### src/rtl/count_pwm_gen_if.sv
// Bus between the free-running counter side and the PWM generator.
// The bench or upstream logic drives it through master; the PWM block attaches through slave.
interface count_pwm_gen_if #(
    parameter int WIDTH  = 8,
    parameter int MISS_W = 4
);
    logic [WIDTH-1:0]  i_count;
    logic              i_enable;
    logic              i_duty_wr;
    logic [WIDTH-1:0]  i_duty_in;
    logic              i_irq_clr;
    logic              o_pwm_out;
    logic              o_wrap_pulse;
    logic              o_irq;
    logic [WIDTH-1:0]  o_duty_active;
    logic [MISS_W-1:0] o_miss_cnt;
    logic              o_busy;

    modport master (
        output i_count, i_enable, i_duty_wr, i_duty_in, i_irq_clr,
        input  o_pwm_out, o_wrap_pulse, o_irq, o_duty_active, o_miss_cnt, o_busy
    );

    modport slave (
        input  i_count, i_enable, i_duty_wr, i_duty_in, i_irq_clr,
        output o_pwm_out, o_wrap_pulse, o_irq, o_duty_active, o_miss_cnt, o_busy
    );
endinterface

### src/rtl/count_pwm_gen.sv
// PWM generator driven by an external free-running counter. Duty changes take effect only
// at period boundaries, and a period-end interrupt with missed-interrupt counting is provided.
module count_pwm_gen #(
    parameter int WIDTH  = 8,
    parameter int MISS_W = 4
) (
    input  logic               i_clk,
    input  logic               i_rst_n,
    count_pwm_gen_if.slave     bus
);
    typedef enum logic [1:0] {
        S_IDLE  = 2'd0,
        S_ARMED = 2'd1,
        S_RUN   = 2'd2,
        S_DRAIN = 2'd3
    } state_t;

    state_t            r_state;
    state_t            w_state_next;

    logic [WIDTH-1:0]  r_count_q;
    logic [WIDTH-1:0]  r_duty_pend;
    logic              r_pend_flag;
    logic [WIDTH-1:0]  r_duty_active;
    logic              r_pwm;
    logic              r_wrap;
    logic              r_irq;
    logic [MISS_W-1:0] r_miss;

    logic              w_wrap;
    logic              w_apply;
    logic [WIDTH-1:0]  w_duty_next;
    logic              w_cmp;
    logic              w_pwm_next;
    logic              w_irq_set;

    // Any backwards step of the count, real wrap or counter restart, marks a period boundary.
    assign w_wrap      = (bus.i_count < r_count_q);
    assign w_apply     = w_wrap & r_pend_flag;
    assign w_duty_next = w_apply ? r_duty_pend : r_duty_active;
    assign w_cmp       = (bus.i_count < w_duty_next);
    assign w_irq_set   = w_wrap & ((r_state == S_RUN) | (r_state == S_DRAIN));

    always_comb begin
        w_state_next = r_state;
        w_pwm_next   = 1'b0;
        case (r_state)
            S_IDLE: begin
                if (bus.i_enable) begin
                    w_state_next = S_ARMED;
                end
            end
            S_ARMED: begin
                if (!bus.i_enable) begin
                    w_state_next = S_IDLE;
                end else if (w_wrap) begin
                    w_state_next = S_RUN;
                    w_pwm_next   = w_cmp;
                end
            end
            S_RUN: begin
                w_pwm_next = w_cmp;
                if (!bus.i_enable) begin
                    w_state_next = S_DRAIN;
                end
            end
            S_DRAIN: begin
                // Finishing the period takes priority over a renewed enable.
                if (w_wrap) begin
                    w_state_next = S_IDLE;
                end else begin
                    w_pwm_next = w_cmp;
                    if (bus.i_enable) begin
                        w_state_next = S_RUN;
                    end
                end
            end
            default: begin
                w_state_next = S_IDLE;
            end
        endcase
    end

    always_ff @(posedge i_clk or negedge i_rst_n) begin
        if (!i_rst_n) begin
            r_state   <= S_IDLE;
            r_count_q <= '0;
            r_pwm     <= 1'b0;
            r_wrap    <= 1'b0;
        end else begin
            r_state   <= w_state_next;
            r_count_q <= bus.i_count;
            r_pwm     <= w_pwm_next;
            r_wrap    <= w_wrap;
        end
    end

    // A write on the boundary cycle lands in the pending slot and waits for the next wrap.
    always_ff @(posedge i_clk or negedge i_rst_n) begin
        if (!i_rst_n) begin
            r_duty_pend   <= '0;
            r_pend_flag   <= 1'b0;
            r_duty_active <= '0;
        end else begin
            if (w_apply) begin
                r_duty_active <= r_duty_pend;
            end
            if (bus.i_duty_wr) begin
                r_duty_pend <= bus.i_duty_in;
                r_pend_flag <= 1'b1;
            end else if (w_apply) begin
                r_pend_flag <= 1'b0;
            end
        end
    end

    always_ff @(posedge i_clk or negedge i_rst_n) begin
        if (!i_rst_n) begin
            r_irq  <= 1'b0;
            r_miss <= '0;
        end else begin
            if (w_irq_set) begin
                r_irq <= 1'b1;
            end else if (bus.i_irq_clr) begin
                r_irq <= 1'b0;
            end
            if (bus.i_irq_clr) begin
                r_miss <= '0;
            end else if (w_irq_set && r_irq && (r_miss != {MISS_W{1'b1}})) begin
                r_miss <= r_miss + 1'b1;
            end
        end
    end

    assign bus.o_pwm_out     = r_pwm;
    assign bus.o_wrap_pulse  = r_wrap;
    assign bus.o_irq         = r_irq;
    assign bus.o_duty_active = r_duty_active;
    assign bus.o_miss_cnt    = r_miss;
    assign bus.o_busy        = (r_state != S_IDLE);

endmodule

### src/flat_wrapper.sv
// flat-port wrapper written by rule: the top's interface ports become plain ports
module count_pwm_gen_flat 
#(
    parameter int WIDTH  = 8,
    parameter int MISS_W = 4
)
  (i_clk, i_rst_n, bus_i_count, bus_i_enable, bus_i_duty_wr, bus_i_duty_in, bus_i_irq_clr, bus_o_pwm_out, bus_o_wrap_pulse, bus_o_irq, bus_o_duty_active, bus_o_miss_cnt, bus_o_busy);
  count_pwm_gen_if #(.WIDTH(WIDTH), .MISS_W(MISS_W)) bus_i ();
  input  logic i_clk;
  input  logic i_rst_n;
  input wire logic [$bits(bus_i.i_count)-1:0] bus_i_count;
  input wire logic [$bits(bus_i.i_enable)-1:0] bus_i_enable;
  input wire logic [$bits(bus_i.i_duty_wr)-1:0] bus_i_duty_wr;
  input wire logic [$bits(bus_i.i_duty_in)-1:0] bus_i_duty_in;
  input wire logic [$bits(bus_i.i_irq_clr)-1:0] bus_i_irq_clr;
  output wire logic [$bits(bus_i.o_pwm_out)-1:0] bus_o_pwm_out;
  output wire logic [$bits(bus_i.o_wrap_pulse)-1:0] bus_o_wrap_pulse;
  output wire logic [$bits(bus_i.o_irq)-1:0] bus_o_irq;
  output wire logic [$bits(bus_i.o_duty_active)-1:0] bus_o_duty_active;
  output wire logic [$bits(bus_i.o_miss_cnt)-1:0] bus_o_miss_cnt;
  output wire logic [$bits(bus_i.o_busy)-1:0] bus_o_busy;
  assign bus_i.i_count = bus_i_count;
  assign bus_i.i_enable = bus_i_enable;
  assign bus_i.i_duty_wr = bus_i_duty_wr;
  assign bus_i.i_duty_in = bus_i_duty_in;
  assign bus_i.i_irq_clr = bus_i_irq_clr;
  assign bus_o_pwm_out = bus_i.o_pwm_out;
  assign bus_o_wrap_pulse = bus_i.o_wrap_pulse;
  assign bus_o_irq = bus_i.o_irq;
  assign bus_o_duty_active = bus_i.o_duty_active;
  assign bus_o_miss_cnt = bus_i.o_miss_cnt;
  assign bus_o_busy = bus_i.o_busy;
  count_pwm_gen #(.WIDTH(WIDTH), .MISS_W(MISS_W)) u_core (.i_clk(i_clk), .i_rst_n(i_rst_n), .bus(bus_i));
endmodule
### config.mk
export PLATFORM = sky130hd
export DESIGN_NAME = count_pwm_gen_flat
export DESIGN_NICKNAME = d
export VERILOG_FILES = /design/src/rtl/count_pwm_gen_if.sv /design/src/rtl/count_pwm_gen.sv /design/src/flat_wrapper.sv
export SDC_FILE = /design/constraint.sdc
export NUM_CORES = 1
export LEC_CHECK = 0
export ABC_AREA = 1
export BUFFER_PORTS_ARGS = -buffer_cell sky130_fd_sc_hd__buf_2
export CORE_MARGIN = 2
export CORE_UTILIZATION = 50
export CTS_CLUSTER_DIAMETER = 30
export DETAILED_ROUTE_END_ITERATION = 16
export MAX_ROUTING_LAYER = met4
export PLACE_DENSITY = 0.84
export SYNTH_ARGS = -nofsm -noshare
export SYNTH_HDL_FRONTEND = slang
export SYNTH_SLANG_ARGS = --single-unit
### constraint.sdc
create_clock -name i_clk -period 3.2 [get_ports i_clk]
set_input_delay 0.16 -clock i_clk [delete_from_list [all_inputs] [get_ports i_clk]]
set_output_delay 0.16 -clock i_clk [all_outputs]
set_load 0.01 [all_outputs]
==> summary.txt, run 1 <==
===========================================================================================
Kind of critical path                                                          input pin to flip-flop
Number of buffers inserted during clock tree synthesis                                    5
Yosys cell types                                                                         28
Via count of the routed design                                                        1,266
Clock tree from TritonCTS                                                             built
Fraction of synthesized area in multiplexers                                         0.0200
Number of resized instances in the post-cts repair step                                   0
Number of nets in the final layout                                                      259
Final setup fails                                                                         0
Number of max-cap violations                                                              0
Most frequently used cell type in the post-synthesis netlist                   sky130_fd_sc_hd__dfrtp_1
Full die area                                                                      3870 um2
Placed wire-length estimate after detailed placement                                2.32 mm
Buffer type at the clock tree root                                             sky130_fd_sc_hd__clkbuf_4
Maximum resistive drop on vdd                                                      0.273 mV
Ant. Diodes                                                                               0
Combinational family with the most area after synthesis                        simple AND/OR/NAND/NOR gates
Number of design-rule violations left by the first detailed-router iteration             51
Number of hold violations in the final report                                             0
Max FO, Critical Path                                                                    14
Number of warnings printed during yosys synthesis                                         0
# DRC                                                                                     0
Simple-gate area share of the yosys netlist                                           0.162
Maximum buffer depth of the clock tree                                                    2
Count of input and output buffers                                                        36
Global-route usage over all layers                                                    0.187
Largest area contributor in the synthesized netlist                            sky130_fd_sc_hd__dfrtp_1
Placement Rows                                                                           21
Unrepaired setup endpoints after global routing                                       false
Die boundary width                                                                  62.2 um
Required time worst endpoint                                                        3440 ps
Signal arrival time at the worst endpoint                                           2890 ps
Clock transition at the registers of the reported paths                              110 ps
Placer congestion estimate                                                            0.776
Adder and majority cell fraction of the synthesized area                              0.111
Routed Antenna Nets                                                                       0
Async S/R FF share, synth                                                              1.00
Status                                                                            completed
Top cell types by occurrence after synthesis                                   34 x sky130_fd_sc_hd__dfrtp_1, 30 x sky130_fd_sc_hd__nand2_1, 26 x sky130_fd_sc_hd__inv_1
Fraction of post-synthesis cell area in the top cell type by area                     0.503
DR pass1 iterations                                                                       4
Number of max-slew violations in the final report                                         0
Storage cell area                                                                   851 um2
H-tree depth                                                                              2
Grt peak-use layer                                                                     met2
Static power due to leakage                                                         1.14 nW
# hold bufs at CTS                                                                       10
Count of filler cells inserted in the layout                                            270
Post-Syn Nets                                                                           208
Max_slew headroom                                                                     0.512
Routing usage on met3                                                                0.0507
Initial standard-cell utilization of the core                                         0.515
Number of enable flip-flop cells after synthesis                                          0
Initial antenna violation count                                                           0
Power Total                                                                         1.36 mW
Core Util, Final                                                                      0.648
Post CTS Setup Buffer Count                                                               0
Met1 global-route usage                                                               0.236
Routed vias/inst                                                                       4.69
XOR/XNOR share of the synthesized area                                              0.00517
Crit end category                                                                 flip-flop
Number of flip-flops and latches in the synthesized netlist                              34
Post-Syn Instances                                                                      172
CP startpoint kind                                                                input pin
Min Tclk post-route                                                                 2650 ps
Met2 GRT Util                                                                         0.293
First-pass GRT wire length                                                          5.51 mm
Post-detailed-routing wire length                                                   3.09 mm
Clk_lat worst skew                                                                   330 ps
Leading register cell type out of synthesis                                    sky130_fd_sc_hd__dfrtp_1
Clock Skew                                                                          17.1 ps
Class of the most critical hold timing path                                    input pin to flip-flop
Remaining global-route overflow                                                           0
Num ports                                                                                37
Height of the die                                                                   62.2 um
Mean Syn Cell Area                                                                 9.84 um2
Post-synthesis instance area                                                       1690 um2
Post-synthesis compound-gate area fraction                                            0.110
Pin count of the biggest net entering global routing                                     35
Routed length per placed instance                                                   11.4 um
Core ar.                                                                           3280 um2
Number of global-route vias before repair                                             1,249
Achievable Freq                                                                     378 MHz
Layout overhead on the synthesized area                                               25.6%
Area contributors post-synth                                                   sky130_fd_sc_hd__dfrtp_1 50%, sky130_fd_sc_hd__ha_1 11%, sky130_fd_sc_hd__nand2_1 6.7%
Setup_tns                                                                              0 ps
Share of the yosys chip area belonging to registers                                   0.503
Fin crit share                                                                        0.827
Fraction of layout cells with a size suffix above 1                                   0.339
Actual transition at the worst max-transition pin                                    731 ps
Multi-input gate area in the final layout                                           691 um2
Power density cells                                                              642 nW/um2
Number of clock sinks                                                                    34
===========================================================================================
-- power by group --
group          internal, mW  switching [mW]  total, mW
sequential            0.504          0.0578      0.562
clock                 0.265           0.145      0.410
combinational         0.167           0.227      0.393
-- routing by layer --
| layer | wire length (um) | vias to the layer above |
|---|---|---|
| li1 | - | 649 |
| met1 | 1410 | 590 |
| met2 | 1510 | 22 |
| met3 | 120 | 5 |
| met4 | 49 | 0 |
| met5 | 0 | - |
-- worst paths after layout --
check	from	depth (start not counted)	to	slack [ps]
max in group asynchronous	i_rst_n	2	u_core.r_count_q[5]$_DFF_PN0_	2310
max	bus_i_count[5]	15	u_core.bus.o_pwm_out$_DFF_PN0_	550
min	bus_i_duty_in[4]	3	u_core.r_duty_pend[4]$_DFFE_PN0P_	40
min in group asynchronous	i_rst_n	2	u_core.r_duty_pend[3]$_DFFE_PN0P_	410
min reg2reg	u_core.bus.o_miss_cnt[3]$_DFFE_PN0P_	1	u_core.bus.o_miss_cnt[3]$_DFFE_PN0P_	500
max reg2reg	u_core.r_count_q[5]$_DFF_PN0_	14	u_core.bus.o_pwm_out$_DFF_PN0_	710
-- worst max-delay path, cell delays in order --
cell                            delay [ps]
sky130_fd_sc_hd__dlygate4sd3_1         520
sky130_fd_sc_hd__buf_2                 140
sky130_fd_sc_hd__ha_1                  300
sky130_fd_sc_hd__a21oi_1               180
sky130_fd_sc_hd__o21a_1                220
sky130_fd_sc_hd__nand3_1               140
sky130_fd_sc_hd__inv_2                 250
sky130_fd_sc_hd__nand2_1               110
sky130_fd_sc_hd__o21ai_2                80
sky130_fd_sc_hd__inv_2                  40
sky130_fd_sc_hd__ha_1                  280
sky130_fd_sc_hd__a21oi_1                60
sky130_fd_sc_hd__or2_2                 270
sky130_fd_sc_hd__nand4_2               100
sky130_fd_sc_hd__a21oi_2                30
-- area by class of cell --
| cell class | instances | share of cell area |
|---|---|---|
| sequential | 34 | 0.400 |
| multi-input combinational | 101 | 0.325 |
| timing repair buffer | 46 | 0.132 |
| inverter | 35 | 0.0641 |
| clock inverter | 2 | 0.0282 |
| tap | 46 | 0.0271 |
| clock buffer | 6 | 0.0241 |
-- state kept, by name (all words and copies together) (netlist names) --
signal / cells
u_core.bus.o_duty_active: 8
u_core.bus.o_irq: 1
u_core.bus.o_miss_cnt: 4
u_core.r_count_q: 8
u_core.r_pend_flag: 1
u_core.r_state: 2
u_core.r_duty_pend: 8
u_core.bus.o_wrap_pulse: 1
u_core.bus.o_pwm_out: 1
-- per-stage QoR --
stage	setup WS [ps]	hold slack, ps	std cells	instance area [um2]
after CTS	565	23.4	270	2130
after floorplan	870	-136	172	1690
after global routing	378	29.6	270	2130
after global placement	783	256	252	1920
after detailed placement	715	265	252	1920
final	554	36.5	270	2130
-- cells by family (layout without fill, tap and decap cells) --
logic type,count (synthesis),in the layout
flops,34,34
compound gates,28,28
xor+xnor,1,1
mux,3,3
fa+ha+maj,15,15
buf+inv,37,89
simple gates,54,54
-- cells in the final DEF, fill, tap and decap left out, drive strengths merged, types with 6 or more instances in the layout --
master       count
dfrtp           34
o21ai           16
clkbuf           6
ha              15
dlygate4sd3     10
buf             36
a21oi           10
inv             35
nand3            6
nor2             8
nand2           34
No activity file was read; power rests on OpenSTA's default activity.
==> inputs of run 2 (changes only) <==
CORE_UTILIZATION = 48   (was 50)
PLACE_DENSITY = 0.85   (was 0.84)
clock period = 2.37 ns   (was 3.2 ns; I/O delays follow)
==> summary.txt, run 2 (synthesized netlist as in run 1, its figures left out) <==
===========================================================================================
Number of global-route vias before repair                                             1,259   was 1,249
Static power due to leakage                                                         1.18 nW   was 1.14 nW
Met2 GRT Util                                                                         0.288   was 0.293
Cell area after layout                                                             2290 um2   was 2130 um2
Min Tclk post-route                                                                 2320 ps
Worst setup slack after placement                                                   15.6 ps   was 715 ps
Number of max-cap violations                                                              0   unchanged
R2R Path Start                                                                 u_core.r_count_q[7]$_DFF_PN0_   was u_core.r_count_q[5]$_DFF_PN0_
Number of nets in the final layout                                                      272   was 259
H-tree depth                                                                              2   unchanged
R2r setup slk                                                                         50 ps   was 710 ps
Max_slew headroom                                                                     0.509   was 0.512
# DRC                                                                                     0   unchanged
Post-route insts no fill                                                                283   was 270
Number of clock sinks                                                                    34   unchanged
Most used cells in the layout excluding fill and tap cells                     35 x sky130_fd_sc_hd__buf_2, 34 x sky130_fd_sc_hd__dfrtp_1, 27 x sky130_fd_sc_hd__nand2_1, 26 x sky130_fd_sc_hd__inv_1, 15 x sky130_fd_sc_hd__dlygate4sd3_1   was 36 x sky130_fd_sc_hd__buf_2, 34 x sky130_fd_sc_hd__dfrtp_1, 30 x sky130_fd_sc_hd__nand2_1, 26 x sky130_fd_sc_hd__inv_1, 15 x sky130_fd_sc_hd__ha_1
Initial antenna violation count                                                           0   unchanged
Met1 global-route usage                                                               0.226   was 0.236
Reg2Reg Capture Point                                                          u_core.bus.o_pwm_out$_DFF_PN0_   unchanged
Via count of the routed design                                                        1,346   was 1,266
Placer congestion estimate                                                            0.764   was 0.776
Max FO, Critical Path                                                                     4   was 14
Worst hold stages                                                                         2   was 3
Routed vias/inst                                                                       4.76   was 4.69
Layout overhead on the synthesized area                                               35.3%   was 25.6%
Maximum buffer depth of the clock tree                                                    2   unchanged
Destination of the worst hold path                                             u_core.r_duty_pend[1]$_DFFE_PN0P_   was u_core.r_duty_pend[4]$_DFFE_PN0P_
Full die area                                                                      4020 um2   was 3870 um2
Core ar.                                                                           3360 um2   was 3280 um2
Achievable Freq                                                                     430 MHz
Total instance count after detailed placement                                           254   was 252
Grt peak-use layer                                                                     met2   unchanged
Clock tree from TritonCTS                                                             built   unchanged
Number of cells traversed by the worst register-to-register path                         13   was 14
Actual transition at the worst max-transition pin                                    737 ps   was 731 ps
Crit end category                                                                 flip-flop   unchanged
Class of the most critical hold timing path                                    input pin to flip-flop   unchanged
Clk_lat worst skew                                                                   330 ps   about the same
Remaining global-route overflow                                                           0   unchanged
Status                                                                            completed   unchanged
Standard cell area after detailed placement                                        1930 um2   was 1920 um2
Most common library cell in the layout ignoring fill and taps                  sky130_fd_sc_hd__buf_2   unchanged
Routed length per placed instance                                                   12.8 um   was 11.4 um
Number of hold violations in the final report                                             0   unchanged
Placed wire-length estimate after detailed placement                                2.26 mm   was 2.32 mm
Count of input and output buffers                                                        36   unchanged
Global-route usage over all layers                                                    0.184   was 0.187
Count of filler cells inserted in the layout                                            274   was 270
Clock transition at the registers of the reported paths                              110 ps   about the same
Maximum resistive drop on vdd                                                      0.511 mV   was 0.273 mV
Worst Setup Slack, final                                                            46.4 ps   was 554 ps
Ant. Diodes                                                                               0   unchanged
Fin crit share                                                                        0.980
Number of max-slew violations in the final report                                         0   unchanged
Buffer type at the clock tree root                                             sky130_fd_sc_hd__clkbuf_4   unchanged
Required time worst endpoint                                                        2600 ps   was 3440 ps
Num ports                                                                                37   unchanged
Routing usage on met3                                                                0.0518   was 0.0507
Setup crit start                                                               bus_i_count[6]   was bus_i_count[5]
Number of design-rule violations left by the first detailed-router iteration             17   was 51
Fraction of layout cells with a size suffix above 1                                   0.392   was 0.339
Hold Crit Start                                                                bus_i_duty_in[1]   was bus_i_duty_in[4]
Die boundary width                                                                  63.4 um   was 62.2 um
Pin count of the biggest net entering global routing                                     35   unchanged
First-pass GRT wire length                                                          5.54 mm   was 5.51 mm
Signal arrival time at the worst endpoint                                           2550 ps   was 2890 ps
Initial standard-cell utilization of the core                                         0.503   was 0.515
Final setup fails                                                                         0   unchanged
Placement Rows                                                                           21   unchanged
Routed Antenna Nets                                                                       0   unchanged
Power density cells                                                              782 nW/um2   was 642 nW/um2
Clock Skew                                                                          20.1 ps   was 17.1 ps
Kind of critical path                                                          input pin to flip-flop   unchanged
Height of the die                                                                   63.4 um   was 62.2 um
Post-detailed-routing wire length                                                   3.61 mm   was 3.09 mm
CP startpoint kind                                                                input pin   unchanged
DR pass1 iterations                                                                       4   unchanged
Number of buffers inserted during clock tree synthesis                                    5   unchanged
===========================================================================================
run 2: cell types whose count changed in the layout (fill, tap and decap cells not counted), sizes merged:
| cell | previous run | this run |
|---|---|---|
| bufinv | 2 | 1 |
| buf | 36 | 43 |
| clkbuf | 6 | 7 |
| dlygate4sd3 | 10 | 15 |
| clkinvlp | 0 | 1 |
run 2: area by class of cell:
| type | instances | area, um2 | area share |
|---|---|---|---|
| repair buffers | 58 | 389 | 0.170 |
| flip-flops and latches | 34 | 851 | 0.372 |
| clock inverters | 1 | 30.0 | 0.0131 |
| repair inverters | 1 | 7.51 | 0.00328 |
| clock buffers | 7 | 45.0 | 0.0197 |
| well taps | 46 | 57.6 | 0.0251 |
| multi-input cells | 101 | 771 | 0.337 |
| inverters | 35 | 139 | 0.0607 |
run 2: worst max-delay path, stage by stage:
cell                            delay (ps)
sky130_fd_sc_hd__dlygate4sd3_1         530
sky130_fd_sc_hd__buf_2                 140
sky130_fd_sc_hd__ha_1                  270
sky130_fd_sc_hd__nand2_1                70
sky130_fd_sc_hd__o21a_1                220
sky130_fd_sc_hd__nand3_4               110
sky130_fd_sc_hd__clkinvlp_4            160
sky130_fd_sc_hd__nand2_2                90
sky130_fd_sc_hd__o21ai_2                70
sky130_fd_sc_hd__ha_1                  330
sky130_fd_sc_hd__nand2_2                80
sky130_fd_sc_hd__or2_4                 260
sky130_fd_sc_hd__nand4_2                70
sky130_fd_sc_hd__a21oi_2                40
run 2: worst max-delay path by stage:
stage / endpoint / slack [ps]
2_1_floorplan: u_core.bus.o_pwm_out$_DFF_PN0_ / 40
3_5_place_dp: u_core.bus.o_pwm_out$_DFF_PN0_ / 20
5_1_grt: u_core.bus.o_pwm_out$_DFF_PN0_ / -50
6_report: u_core.bus.o_pwm_out$_DFF_PN0_ / 50
4_1_cts: u_core.bus.o_pwm_out$_DFF_PN0_ / 6
3_3_place_gp: u_core.bus.o_pwm_out$_DFF_PN0_ / 90
run 2: metal layers:
metal	share of wire	vias to the layer above
met5	0	-
met4	0.035	0
met3	0.040	14
met2	0.49	35
met1	0.43	623
li1	-	674
run 2: what timing repair did:
item / CTS / global route
buffers inserted: 0 / 6
endpoints found under the setup margin: 0 / 1
hold endpoints to repair: 48 / 0
resized for setup: 0 / 16
hold buffers: 15 / 0
run 2: power breakdown:
| group | internal [mW] | switching (mW) |
|---|---|---|
| Combinational | 0.273 | 0.345 |
| Sequential | 0.681 | 0.0814 |
| Clock | 0.224 | 0.187 |
| Total | 1.18 | 0.614 |
run 2: metrics by stage:
stage / hold WS (ps) / util / setup TNS [ps] / power, mW
detailed placement: 222 / 0.574 / 0 / 1.29
global route: 16.0 / 0.681 / -52.8 / 1.90
global placement: 233 / 0.574 / 0 / 1.28
CTS: 15.4 / 0.641 / 0 / 1.72
finish: 25.1 / 0.681 / 0 / 1.79
floorplan: -177 / - / 0 / 1.11
==> inputs of run 3 (changes only) <==
CORE_UTILIZATION = 50   (was 48)
PLACE_DENSITY = 0.84   (was 0.85)
clock period = 2.3 ns   (was 2.37 ns; I/O delays follow)
==> summary.txt, run 3 (synthesized netlist as in run 1, its figures left out) <==
===========================================================================================
Actual transition at the worst max-transition pin                                    750 ps   was 737 ps
Global-route usage over all layers                                                    0.194   was 0.184
CP max stage delay                                                                   620 ps   was 530 ps
Number of cells traversed by the worst register-to-register path                         16   was 13
Hold Crit Start                                                                bus_i_duty_in[7]   was bus_i_duty_in[1]
DR pass1 iterations                                                                       4   unchanged
Number of max-cap violations                                                              0   unchanged
Maximum resistive drop on vdd                                                      0.578 mV   was 0.511 mV
Core ar.                                                                           3280 um2   was 3360 um2
Critical-path top delay cell                                                   sky130_fd_sc_hd__dlygate4sd3_1   unchanged
CP endpoint                                                                    u_core.bus.o_pwm_out$_DFF_PN0_   unchanged
Routed Antenna Nets                                                                       0   unchanged
Placement Rows                                                                           21   unchanged
Initial antenna violation count                                                           0   unchanged
Crit. path cell count                                                                    16   was 14
Status                                                                         finished with violations   was completed
R2r setup slk                                                                          0 ps   was 50 ps
Clock transition at the registers of the reported paths                              100 ps   was 110 ps
Fraction of layout cells with a size suffix above 1                                   0.436   was 0.392
Routed length per placed instance                                                   13.3 um   was 12.8 um
Clk_lat worst skew                                                                   330 ps   about the same
Final setup fails                                                                         1   was 0
Cell repeated most along the worst path                                        sky130_fd_sc_hd__nand2_1
Power Total                                                                         1.79 mW   about the same
Layout overhead on the synthesized area                                               36.8%   was 35.3%
Full die area                                                                      3870 um2   was 4020 um2
Placed wire-length estimate after detailed placement                                2.37 mm   was 2.26 mm
Num ports                                                                                37   unchanged
Power density cells                                                              771 nW/um2   was 782 nW/um2
CP startpoint kind                                                                input pin   unchanged
Met2 GRT Util                                                                         0.326   was 0.288
Post-detailed-routing wire length                                                   3.75 mm   was 3.61 mm
Worst Setup Slack, final                                                           -5.41 ps   was 46.4 ps
# DRC                                                                                     0   unchanged
Buffer type at the clock tree root                                             sky130_fd_sc_hd__clkbuf_4   unchanged
Clock Skew                                                                          6.42 ps   was 20.1 ps
Storage cell area                                                                   851 um2   unchanged
Count of input and output buffers                                                        36   unchanged
Max_slew headroom                                                                     0.500   was 0.509
H-tree depth                                                                              2   unchanged
Met1 global-route usage                                                               0.232   was 0.226
Placer congestion estimate                                                            0.796   was 0.764
R2R Path Start                                                                 u_core.r_count_q[5]$_DFF_PN0_   was u_core.r_count_q[7]$_DFF_PN0_
Clock tree from TritonCTS                                                             built   unchanged
Routing usage on met3                                                                0.0399   was 0.0518
Number of hold violations in the final report                                             0   unchanged
Kind of critical path                                                          input pin to flip-flop   unchanged
Maximum buffer depth of the clock tree                                                    2   unchanged
Multi-input gate area in the final layout                                           826 um2   was 771 um2
Crit end category                                                                 flip-flop   unchanged
Pin count of the biggest net entering global routing                                     35   unchanged
Number of max-slew violations in the final report                                         0   unchanged
Signal arrival time at the worst endpoint                                           2580 ps   was 2550 ps
Number of design-rule violations left by the first detailed-router iteration             13   was 17
Via count of the routed design                                                        1,356   was 1,346
Worst setup slack after placement                                                  -5.88 ps   was 15.6 ps
CP delay by family, top                                                        buffers and inverters   unchanged
Cells along the critical path                                                  dlygate4sd3_1 > ha_4 > nand2_2 > nor2_2 > nand2_2 > nand3_4 > inv_4 > buf_4 > o21ai_2 > inv_2 > ha_1 > nand2_1 > nand2_1 > nand2_1 > nand2_1 > a21oi_2   was dlygate4sd3_1 > buf_2 > ha_1 > nand2_1 > o21a_1 > nand3_4 > clkinvlp_4 > nand2_2 > o21ai_2 > ha_1 > nand2_2 > or2_4 > nand4_2 > a21oi_2
Required time worst endpoint                                                        2570 ps   was 2600 ps
Unrepaired setup endpoints after global routing                                        true
Number of global-route vias before repair                                             1,366   was 1,259
Number of nets in the final layout                                                      271   was 272
Most used cells in the layout excluding fill and tap cells                     35 x sky130_fd_sc_hd__buf_2, 34 x sky130_fd_sc_hd__dfrtp_1, 26 x sky130_fd_sc_hd__nand2_1, 22 x sky130_fd_sc_hd__inv_1, 14 x sky130_fd_sc_hd__dlygate4sd3_1   was 35 x sky130_fd_sc_hd__buf_2, 34 x sky130_fd_sc_hd__dfrtp_1, 27 x sky130_fd_sc_hd__nand2_1, 26 x sky130_fd_sc_hd__inv_1, 15 x sky130_fd_sc_hd__dlygate4sd3_1
Max FO, Critical Path                                                                     6   was 4
Grt peak-use layer                                                                     met2   unchanged
Height of the die                                                                   62.2 um   was 63.4 um
Initial standard-cell utilization of the core                                         0.515   was 0.503
Number of clock sinks                                                                    34   unchanged
Ant. Diodes                                                                               0   unchanged
Buffers plus inverters on the worst setup path                                            4   was 3
Reg2Reg Capture Point                                                          u_core.bus.o_pwm_out$_DFF_PN0_   unchanged
Achievable Freq                                                                     434 MHz
First-pass GRT wire length                                                          5.87 mm   was 5.54 mm
Setup crit start                                                               bus_i_count[4]   was bus_i_count[6]
Count of filler cells inserted in the layout                                            230   was 274
Die boundary width                                                                  62.2 um   was 63.4 um
Fin crit share                                                                         1.00
Violations in the final reports                                                setup timing
Min Tclk post-route                                                                 2310 ps
Static power due to leakage                                                         1.17 nW   was 1.18 nW
Number of buffers inserted during clock tree synthesis                                    5   unchanged
Most common library cell in the layout ignoring fill and taps                  sky130_fd_sc_hd__buf_2   unchanged
Remaining global-route overflow                                                           0   unchanged
Class of the most critical hold timing path                                    input pin to flip-flop   unchanged
Routed vias/inst                                                                       4.81   was 4.76
===========================================================================================
==> run 3: cell count changes in the layout (fill, tap and decap cells not counted), moves of 3 or more <==
cell / change
sky130_fd_sc_hd__inv_2: +4
sky130_fd_sc_hd__ha_4: +4
sky130_fd_sc_hd__ha_1: -3
sky130_fd_sc_hd__inv_1: -4
==> run 3: worst min path at each step <==
stage                                                 end  slack [ps]  cells past startpoint
floorplan           u_core.bus.o_duty_active[0]$_DFF_PN0_        -180                      0
global placement    u_core.bus.o_duty_active[3]$_DFF_PN0_         220                      1
detailed placement  u_core.bus.o_duty_active[3]$_DFF_PN0_         220                      1
CTS                     u_core.r_duty_pend[7]$_DFFE_PN0P_           9                      3
global route            u_core.r_duty_pend[3]$_DFFE_PN0P_          10                      2
finish                  u_core.r_duty_pend[7]$_DFFE_PN0P_          10                      3
==> run 3: layout make-up <==
type,instances,share of cell area
Inverter,35,0.0600
Sequential cell,34,0.367
Clock buffer,7,0.0238
Tap cell,46,0.0249
Timing Repair Buffer,57,0.162
Timing Repair inverter,1,0.00324
Clock inverter,1,0.00216
Multi-Input combinational cell,101,0.357
==> run 3: repair_timing <==
action	in CTS	in global routing
setup buffers	4	2
resized for setup	2	20
endpoints found under the hold margin	47	0
gates cloned	1	0
hold buffers	14	0
pin swaps	3	11
setup endpoints to repair	1	1
==> run 3: per-stage QoR <==
step / setup TNS (ps) / cells / utilization / hold slack (ps) / instance area (um2)
after CTS: 0 / 281 / 0.666 / 8.92 / 2190
after detailed placement: -5.88 / 254 / 0.590 / 220 / 1940
after floorplan: 0 / 172 / - / -181 / 1700
after global placement: 0 / 254 / 0.590 / 218 / 1940
final: -5.41 / 282 / 0.705 / 13.4 / 2320
after global routing: -142 / 282 / 0.705 / 12.9 / 2320
==> run 3: layer usage <==
metal,part of all wire,vias up
li1,-,669
met1,0.43,643
met2,0.51,36
met3,0.033,8
met4,0.023,0
met5,0,-
==> run 3: power breakdown <==
group,leakage (nW),internal (mW),switching (mW),total (mW)
Clock,0.0353,0.148,0.194,0.342
Sequential,0.408,0.701,0.0806,0.782
Combinational,0.726,0.295,0.366,0.661
==> run 3: worst register-to-register path, cell delays in order, from the launching register on <==
cell	delay, ps
sky130_fd_sc_hd__dfrtp_1	350
sky130_fd_sc_hd__inv_1	70
sky130_fd_sc_hd__ha_4	280
sky130_fd_sc_hd__nand2_2	60
sky130_fd_sc_hd__nor2_2	130
sky130_fd_sc_hd__nand2_2	90
sky130_fd_sc_hd__nand3_4	130
sky130_fd_sc_hd__inv_4	60
sky130_fd_sc_hd__buf_4	150
sky130_fd_sc_hd__o21ai_2	180
sky130_fd_sc_hd__inv_2	70
sky130_fd_sc_hd__ha_1	290
sky130_fd_sc_hd__nand2_1	80
sky130_fd_sc_hd__nand2_1	70
sky130_fd_sc_hd__nand2_1	60
sky130_fd_sc_hd__nand2_1	80
sky130_fd_sc_hd__a21oi_2	110
